`src/rtl/score_mat_collector_if.sv`:
```
// ---------------------------------------------------------------------------
// score_mat_collector_if
//   Bundles the row-input stream and the packed-matrix output stream of the
//   score matrix collector.
//
//   Handshake semantics (both streams): a transfer happens on a rising clk
//   edge where valid and ready are both 1. The producer holds its payload
//   and valid steady until that edge. The consumer may drive ready
//   independently of valid.
//
//   Signals
//     in_row    master->slave  one score row, element j at [W*(j+1)-1:W*j]
//     in_valid  master->slave  in_row/in_last valid
//     in_last   master->slave  final row of the current matrix
//     in_ready  slave->master  collector can accept a row
//     out_mat   slave->master  packed matrix, row i at [W*C*(i+1)-1:W*C*i]
//     out_valid slave->master  out_mat holds a complete matrix
//     out_ready master->slave  downstream accepts out_mat
//     err_len   slave->master  sticky matrix-length error flag
// ---------------------------------------------------------------------------
interface score_mat_collector_if #(
    parameter int DATA_WIDTH = 16,
    parameter int ROW_IN     = 8,
    parameter int COL_IN     = 8
);
    logic [DATA_WIDTH*COL_IN-1:0]        in_row;
    logic                                in_valid;
    logic                                in_last;
    logic                                in_ready;
    logic [DATA_WIDTH*ROW_IN*COL_IN-1:0] out_mat;
    logic                                out_valid;
    logic                                out_ready;
    logic                                err_len;

    modport master (
        output in_row, in_valid, in_last, out_ready,
        input  in_ready, out_mat, out_valid, err_len
    );

    modport slave (
        input  in_row, in_valid, in_last, out_ready,
        output in_ready, out_mat, out_valid, err_len
    );
endinterface

```
`src/rtl/score_mat_collector.sv`:
```
// ---------------------------------------------------------------------------
// score_mat_collector
//   Collects an attention score matrix one row per beat, scales every element
//   by 2^-SCALE_SHIFT (arithmetic shift, rounds toward -inf), and presents the
//   whole packed matrix to the row-wise softmax. Rows that were never
//   delivered read as the most negative value so they carry ~0 softmax weight.
//
//   Ports
//     clk          rising-edge clock
//     rst          asynchronous active-high reset
//     bus          score_mat_collector_if.slave (row input, matrix output,
//                  sticky err_len)
//     dbg_state_o  FSM state: 0 = FILL (collecting rows), 1 = FULL (presenting)
// ---------------------------------------------------------------------------
module score_mat_collector #(
    parameter int DATA_WIDTH  = 16,
    parameter int ROW_IN      = 8,
    parameter int COL_IN      = 8,
    parameter int SCALE_SHIFT = 2
) (
    input  logic                 clk,
    input  logic                 rst,
    score_mat_collector_if.slave bus,
    output logic                 dbg_state_o
);
    localparam int ROW_W = DATA_WIDTH * COL_IN;
    localparam int CNT_W = (ROW_IN > 1) ? $clog2(ROW_IN) : 1;
    localparam logic [CNT_W-1:0] LAST_ROW = CNT_W'(ROW_IN - 1);
    localparam logic [DATA_WIDTH-1:0] MIN_VAL = {1'b1, {(DATA_WIDTH-1){1'b0}}};

    typedef enum logic {
        FILL = 1'b0,
        FULL = 1'b1
    } state_t;

    state_t                       state_q;
    logic [CNT_W-1:0]             row_cnt_q;
    logic [ROW_IN-1:0]            row_mask_q;
    logic [ROW_IN-1:0][ROW_W-1:0] buffer_q;
    logic                         in_ready_q;
    logic                         out_valid_q;
    logic                         err_len_q;

    logic [ROW_W-1:0]             scaled_row_d;
    logic                         at_last_row_d;
    logic                         close_d;
    logic                         len_err_d;

    // Element-wise signed shift of the incoming row.
    always_comb begin
        scaled_row_d = '0;
        for (int j = 0; j < COL_IN; j++) begin
            scaled_row_d[j*DATA_WIDTH +: DATA_WIDTH] =
                $signed(bus.in_row[j*DATA_WIDTH +: DATA_WIDTH]) >>> SCALE_SHIFT;
        end
    end

    // A matrix closes on in_last or when the buffer is full, whichever is
    // first. The length is wrong exactly when those two disagree.
    assign at_last_row_d = (row_cnt_q == LAST_ROW);
    assign close_d       = bus.in_last || at_last_row_d;
    assign len_err_d     = bus.in_last != at_last_row_d;

    always_ff @(posedge clk or posedge rst) begin
        if (rst) begin
            state_q     <= FILL;
            row_cnt_q   <= '0;
            row_mask_q  <= '0;
            buffer_q    <= '0;
            in_ready_q  <= 1'b1;
            out_valid_q <= 1'b0;
            err_len_q   <= 1'b0;
        end else begin
            case (state_q)
                FILL: begin
                    if (bus.in_valid && in_ready_q) begin
                        buffer_q[row_cnt_q]   <= scaled_row_d;
                        row_mask_q[row_cnt_q] <= 1'b1;
                        if (close_d) begin
                            state_q     <= FULL;
                            row_cnt_q   <= '0;
                            in_ready_q  <= 1'b0;
                            out_valid_q <= 1'b1;
                            if (len_err_d) begin
                                err_len_q <= 1'b1;
                            end
                        end else begin
                            row_cnt_q <= row_cnt_q + CNT_W'(1);
                        end
                    end
                end
                FULL: begin
                    // Only the mask is cleared; stale buffer rows are hidden
                    // behind it until overwritten.
                    if (bus.out_ready) begin
                        state_q     <= FILL;
                        row_mask_q  <= '0;
                        in_ready_q  <= 1'b1;
                        out_valid_q <= 1'b0;
                    end
                end
                default: state_q <= FILL;
            endcase
        end
    end

    // Undelivered rows read as MIN in every element.
    always_comb begin
        bus.out_mat = '0;
        for (int i = 0; i < ROW_IN; i++) begin
            bus.out_mat[i*ROW_W +: ROW_W] = row_mask_q[i] ? buffer_q[i] : {COL_IN{MIN_VAL}};
        end
    end

    assign bus.in_ready  = in_ready_q;
    assign bus.out_valid = out_valid_q;
    assign bus.err_len   = err_len_q;
    assign dbg_state_o   = state_q;
endmodule

```
`src/flat_wrapper.sv`:
```
// flat-port wrapper written by rule: the top's interface ports become plain ports
module score_mat_collector_flat 
#(
    parameter int DATA_WIDTH  = 16,
    parameter int ROW_IN      = 8,
    parameter int COL_IN      = 8,
    parameter int SCALE_SHIFT = 2
)
  (clk, rst, dbg_state_o, bus_in_row, bus_in_valid, bus_in_last, bus_out_ready, bus_in_ready, bus_out_mat, bus_out_valid, bus_err_len);
  score_mat_collector_if #(.DATA_WIDTH(DATA_WIDTH), .ROW_IN(ROW_IN), .COL_IN(COL_IN)) bus_i ();
  input  logic clk;
  input  logic rst;
  output logic dbg_state_o;
  input wire logic [$bits(bus_i.in_row)-1:0] bus_in_row;
  input wire logic [$bits(bus_i.in_valid)-1:0] bus_in_valid;
  input wire logic [$bits(bus_i.in_last)-1:0] bus_in_last;
  input wire logic [$bits(bus_i.out_ready)-1:0] bus_out_ready;
  output wire logic [$bits(bus_i.in_ready)-1:0] bus_in_ready;
  output wire logic [$bits(bus_i.out_mat)-1:0] bus_out_mat;
  output wire logic [$bits(bus_i.out_valid)-1:0] bus_out_valid;
  output wire logic [$bits(bus_i.err_len)-1:0] bus_err_len;
  assign bus_i.in_row = bus_in_row;
  assign bus_i.in_valid = bus_in_valid;
  assign bus_i.in_last = bus_in_last;
  assign bus_i.out_ready = bus_out_ready;
  assign bus_in_ready = bus_i.in_ready;
  assign bus_out_mat = bus_i.out_mat;
  assign bus_out_valid = bus_i.out_valid;
  assign bus_err_len = bus_i.err_len;
  score_mat_collector #(.DATA_WIDTH(DATA_WIDTH), .ROW_IN(ROW_IN), .COL_IN(COL_IN), .SCALE_SHIFT(SCALE_SHIFT)) u_core (.clk(clk), .rst(rst), .bus(bus_i), .dbg_state_o(dbg_state_o));
endmodule
```
`config.mk`:
```
export PLATFORM = sky130hd
export DESIGN_NAME = score_mat_collector_flat
export DESIGN_NICKNAME = d
export VERILOG_FILES = /design/src/rtl/score_mat_collector_if.sv /design/src/rtl/score_mat_collector.sv /design/src/flat_wrapper.sv
export SDC_FILE = /design/constraint.sdc
export NUM_CORES = 2
export LEC_CHECK = 0
export ABC_AREA = 1
export CAP_MARGIN = 20
export CORE_AREA = 4 4 451 453
export CTS_CLUSTER_SIZE = 30
export DETAILED_ROUTE_END_ITERATION = 8
export DIE_AREA = 0 0 455 457
export PLACE_DENSITY = 0.42
export SYNTH_ARGS = -nofsm -noshare
export SYNTH_HDL_FRONTEND = slang
export SYNTH_SLANG_ARGS = --single-unit
export TNS_END_PERCENT = 10
```
`constraint.sdc`:
```
create_clock -name clk -period 40.8 [get_ports clk]
set_clock_uncertainty 0.1 [all_clocks]
set_input_delay 6.12 -clock clk [delete_from_list [all_inputs] [get_ports clk]]
set_output_delay 6.12 -clock clk [all_outputs]
set_load 0.1 [all_outputs]
```
## After elaboration in Yosys (flattened, before gate mapping)

Cells that the tools add are included.

- Register bits: 1039
- Input port bits: 133
- Word-level logic and storage cells: 60

- $add $sub $neg: 1
- $lt $le $gt $ge: 2
- Equal/unequal tests: 5
- Muxes and demuxes: 29
- Bitwise gates (word level): 2
- Reduce and logical (&&, ||, !) cells: 7

Operators by type and width:

| kind | count |
|---|---|
| $mux W128 | 9 |
| $bwmux W1024 | 1 |
| $demux W128 S3 | 1 |
| $mux W8 | 2 |
| $pmux W8 S2 | 1 |
| $mux W1 | 10 |
| $or A8 B8 Y8 | 1 |
| $pmux W1 S2 | 3 |
| $lt A3 B4 Y1 const B | 1 |
| $ne A2 B1 Y1 const B | 2 |
| $reduce_and A2 Y1 | 2 |
| $reduce_and A4 Y1 | 1 |
| $add A3 B1 Y3 const B | 1 |
| $demux W1 S3 | 1 |
| $eq A3 B3 Y1 const B | 1 |
| $ge A3 B1 Y1 const B | 1 |
| $mux W3 | 1 |
| $reduce_and A3 Y1 | 1 |
| $logic_and A1 B1 Y1 | 2 |
| $ne A2 B2 Y1 const B | 1 |
| $logic_or A1 B1 Y1 | 1 |
| $ne A1 B1 Y1 | 1 |
| $not A1 Y1 | 1 |

## Longest topological paths before layout

- Depth after elaboration: 7
- Mapped depth: 8

## Worst setup path before layout

Ideal clock, no wire load.

- Path type: reg2out
- Start point: register u_core.row_mask_q[4]
- End point: output port bus_out_mat[574]
- Data arrival time: 2.140 ns
- Slack: 32.440 ns
- Cell stages (with the launch flop): 7
- Buffers on the path: 4
- Path through: dfrtp_1 > clkbuf_1 > clkbuf_1 > clkbuf_1 > nand2_1 > inv_1 > buf_4

- Word-level cells in the longest chain between the ends: 1

Ends and longest elaborated chain:

| what | RTL line | source |
|---|---|---|
| start, declared | score_mat_collector.sv:38 | `logic [ROW_IN-1:0] row_mask_q;` |
| start signal, assigned | score_mat_collector.sv:68 | `row_mask_q <= '0;` |
| start signal, assigned by index | score_mat_collector.sv:78 | `row_mask_q[row_cnt_q] <= 1'b1;` |
| start signal, assigned | score_mat_collector.sv:97 | `row_mask_q <= '0;` |
| $mux W128 | score_mat_collector.sv:111 | `bus.out_mat[i*ROW_W +: ROW_W] = row_mask_q[i] ? buffer_q[i] : {COL_IN{MIN_VAL}};` |
| end, declared | flat_wrapper.sv:19 | `output wire logic [$bits(bus_i.out_mat)-1:0] bus_out_mat;` |

Every way passes these cells.

## Worst setup path in the final report

- Start point: register u_core.row_mask_q[4]
- End point: output port bus_out_mat[578]

Same word-level chain as after synthesis.

==> results.md <==
- First-pass GRT wire length: 312000 um
- Crit. End Element: output port
- Fin. max-slew vios: 0
- Initial Util: between 20% and 30%
- Area grow syn2layout: 40.9%
- Synth Cell Area: ~43000 um^2
- Sequential share of the synthesized area: 53.5%
- Largest net degree at the start of global routing: approximately 160
- Synth warn: 0
- Antenna violations before repair: 16
- Clock root buffer: clkbuf_16
- Worst hold-check path type: flip-flop to flip-flop
- Count of different cell masters after synthesis: 20
- FP Rows: 164
- Fraction of layout cells with a size suffix above 1: 5.30%
- CTS Hold Buffers Added: 0
- GRT Util Overall: about a fifth
- Sink Count: 911
- Worst-Skew Late Latency: ~0.76 ns
- Max clock buf depth: 3
- Worst slack at placement: about 29 ns
- Number of global-route vias before repair: 38.9k
- Core area: 199000 um^2
- Status: completed
- Syn_area_per_cell: ~7.3 um^2
- ANT nets after route: 0
- CP startpoint kind: flip-flop
- Detailed Route Iter0 Violations: ~3.1k
- Crit path setup slack, layout: 29.90 ns
- Pleak: 34.9 nW
- CTS tree: yes
- #FFs+latches synth: 911
- Worst endpoint data arrival time: 4.68 ns
- Cts bufs inserted: 114
- Most frequent cells in the layout: nand2_1, clkdlybuf4s50_1, inv_1, dfrtp_1, nand3_1
- Drt wl/cell: 23.5 um
- Final setup fails: 0
- Gpl congestion: 0.817
- Critical Path RT: 34.58 ns
- Drt pass-1 iters: 6
- Max Freq: 0.0917 GHz
- DP HPWL: 151000 um
- # Post-CTS Setup Buffers: 0
- Die area: slightly above 200000 um^2
- Die height: between 400 and 500 um
- Crit Path Max Fanout: between 40 and 50
- Most common cell after layout, fill and taps aside: nand2_1
- Fin crit period: 10.90 ns
- Post-Synthesis Cells: 5832
- Vias/cell: 4.18
- Congestion Overflow GR: 0
- Synthesized Nets: slightly below 6k
- # fillers: 21.7k
- DR vias: just under 40k
- FF+latch area: 22800 um^2
- P per Cell Area: 82.4 nW/um^2
- Setup CP Type: flip-flop to output port
- Die Wd: ~460 um
- Fin crit share: roughly a quarter
- CTS HTree Levels: 3
- # resized after CTS: 0
- Max_slew headroom: approximately a fifth
- RSZ-0062 raised after global routing: no
- I/O Pins: 1161
- Hold_ws: 0.369 ns
- DR DRC count: 0
- Port buffer count: 1144
- Final TNS setup: 0 ns
- Max cap viols: 0
- Final hold viol count: 0
- Multi-input logic area: roughly 14000 um^2
- Reg clk slew, reported paths: 0.06 ns
- Layout Nets: 6893
- Overall routed net length: 224000 um
- Worst slew pin tran: 1.18 ns
- Peak supply drop: approximately 66 uV
==> critical path, cell delays in order (launching register included) <==
cell and delay (ns):
dfrtp_4 0.97, buf_4 0.62, buf_4 0.61, nand2_1 0.27, inv_1 0.12, clkdlybuf4s50_1 1.16
==> power by group <==
group	switching, mW	internal, mW
Combinational	1.90	0.484
Sequential	0.247	1.25
Clock	0.438	0.627
==> logic make-up (layout without fill, tap and decap cells) <==
group	Yosys count	after routing	synth area share, %
AOI/OAI and AO/OA	231	231	2.72
adders and majority gates	3	3	0.0881
buffers and inverters	1429	2451	13.5
DFF	911	911	53.5
other	0	3	0
and+or+nand+nor	3258	3258	30.2
==> flip-flops by register name (all words and copies together) (netlist names) <==
register / cells
u_core.bus.out_valid: 1
u_core.row_mask_q: 8
u_core.row_cnt_q: 3
u_core.dbg_state_o: 1
u_core.bus.err_len: 1
u_core.bus.in_ready: 1
u_core.buffer_q: 896
==> cells in the mapped netlist <==
master | instances | area [um^2]
o21ai_0 | 196 | 981
o21ai_1 | 32 | 160
nand2_2 | 2 | 12.5
inv_2 | 2 | 7.51
buf_2 | 118 | 591
or2_2 | 64 | 400
nor2_1 | 7 | 26.3
nand3_2 | 1 | 10.0
a21oi_1 | 2 | 10.0
inv_1 | 1029 | 3860
nand2_1 | 2833 | 10600
dfstp_2 | 1 | 26.3
ha_1 | 3 | 37.5
nor2_4 | 1 | 11.3
clkbuf_1 | 198 | 743
a21o_1 | 1 | 7.51
nand3_1 | 350 | 1750
buf_4 | 65 | 488
dfrtp_1 | 910 | 22800
buf_1 | 17 | 63.8
==> final timing paths <==
check / depth (start not counted) / from / slack [ns] / endpoint
min in group asynchronous: 2 / rst / 5.87 / u_core.buffer_q[276]
max: 5 / u_core.row_mask_q[4] / 29.90 / bus_out_mat[578]
min reg2reg: 2 / u_core.buffer_q[244] / 0.37 / u_core.buffer_q[244]
max in group asynchronous: 8 / rst / 30.48 / u_core.buffer_q[730]
min: 2 / u_core.buffer_q[244] / 0.37 / u_core.buffer_q[244]
max reg2reg: 8 / u_core.bus.in_ready / 36.54 / u_core.buffer_q[479]
==> final cells by class <==
cell class                      count  area share (%)
Sequential cell                   911            38.0
Multi-Input combinational cell   3492            23.6
Timing Repair Buffer             1207            19.9
Inverter                         1031            6.48
Clock buffer                      167            5.60
Tap cell                         2656            5.54
Clock inverter                     46           0.857
Antenna cell                        3          0.0125
==> through the flow <==
stage	std cells	utilization (%)	cell area [um^2]	power, mW
after global routing	9511	30.1	60000	5.20
after detailed placement	9296	28.2	56100	3.93
after global placement	9294	28.1	56100	3.91
final	9513	30.1	60000	4.95
after floorplan	5832	-	42600	3.16
after CTS	9509	30.1	60000	5.02
==> per-layer routing <==
metal  vias up  track usage [%]  wire, um
li1      18700                -         -
met1     19500             26.8     95000
met2      1320             35.3    107000
met3       234             4.25     14600
met4         2             6.35      6780
met5         -                0        20
No activity file was read; power rests on OpenSTA's default activity.
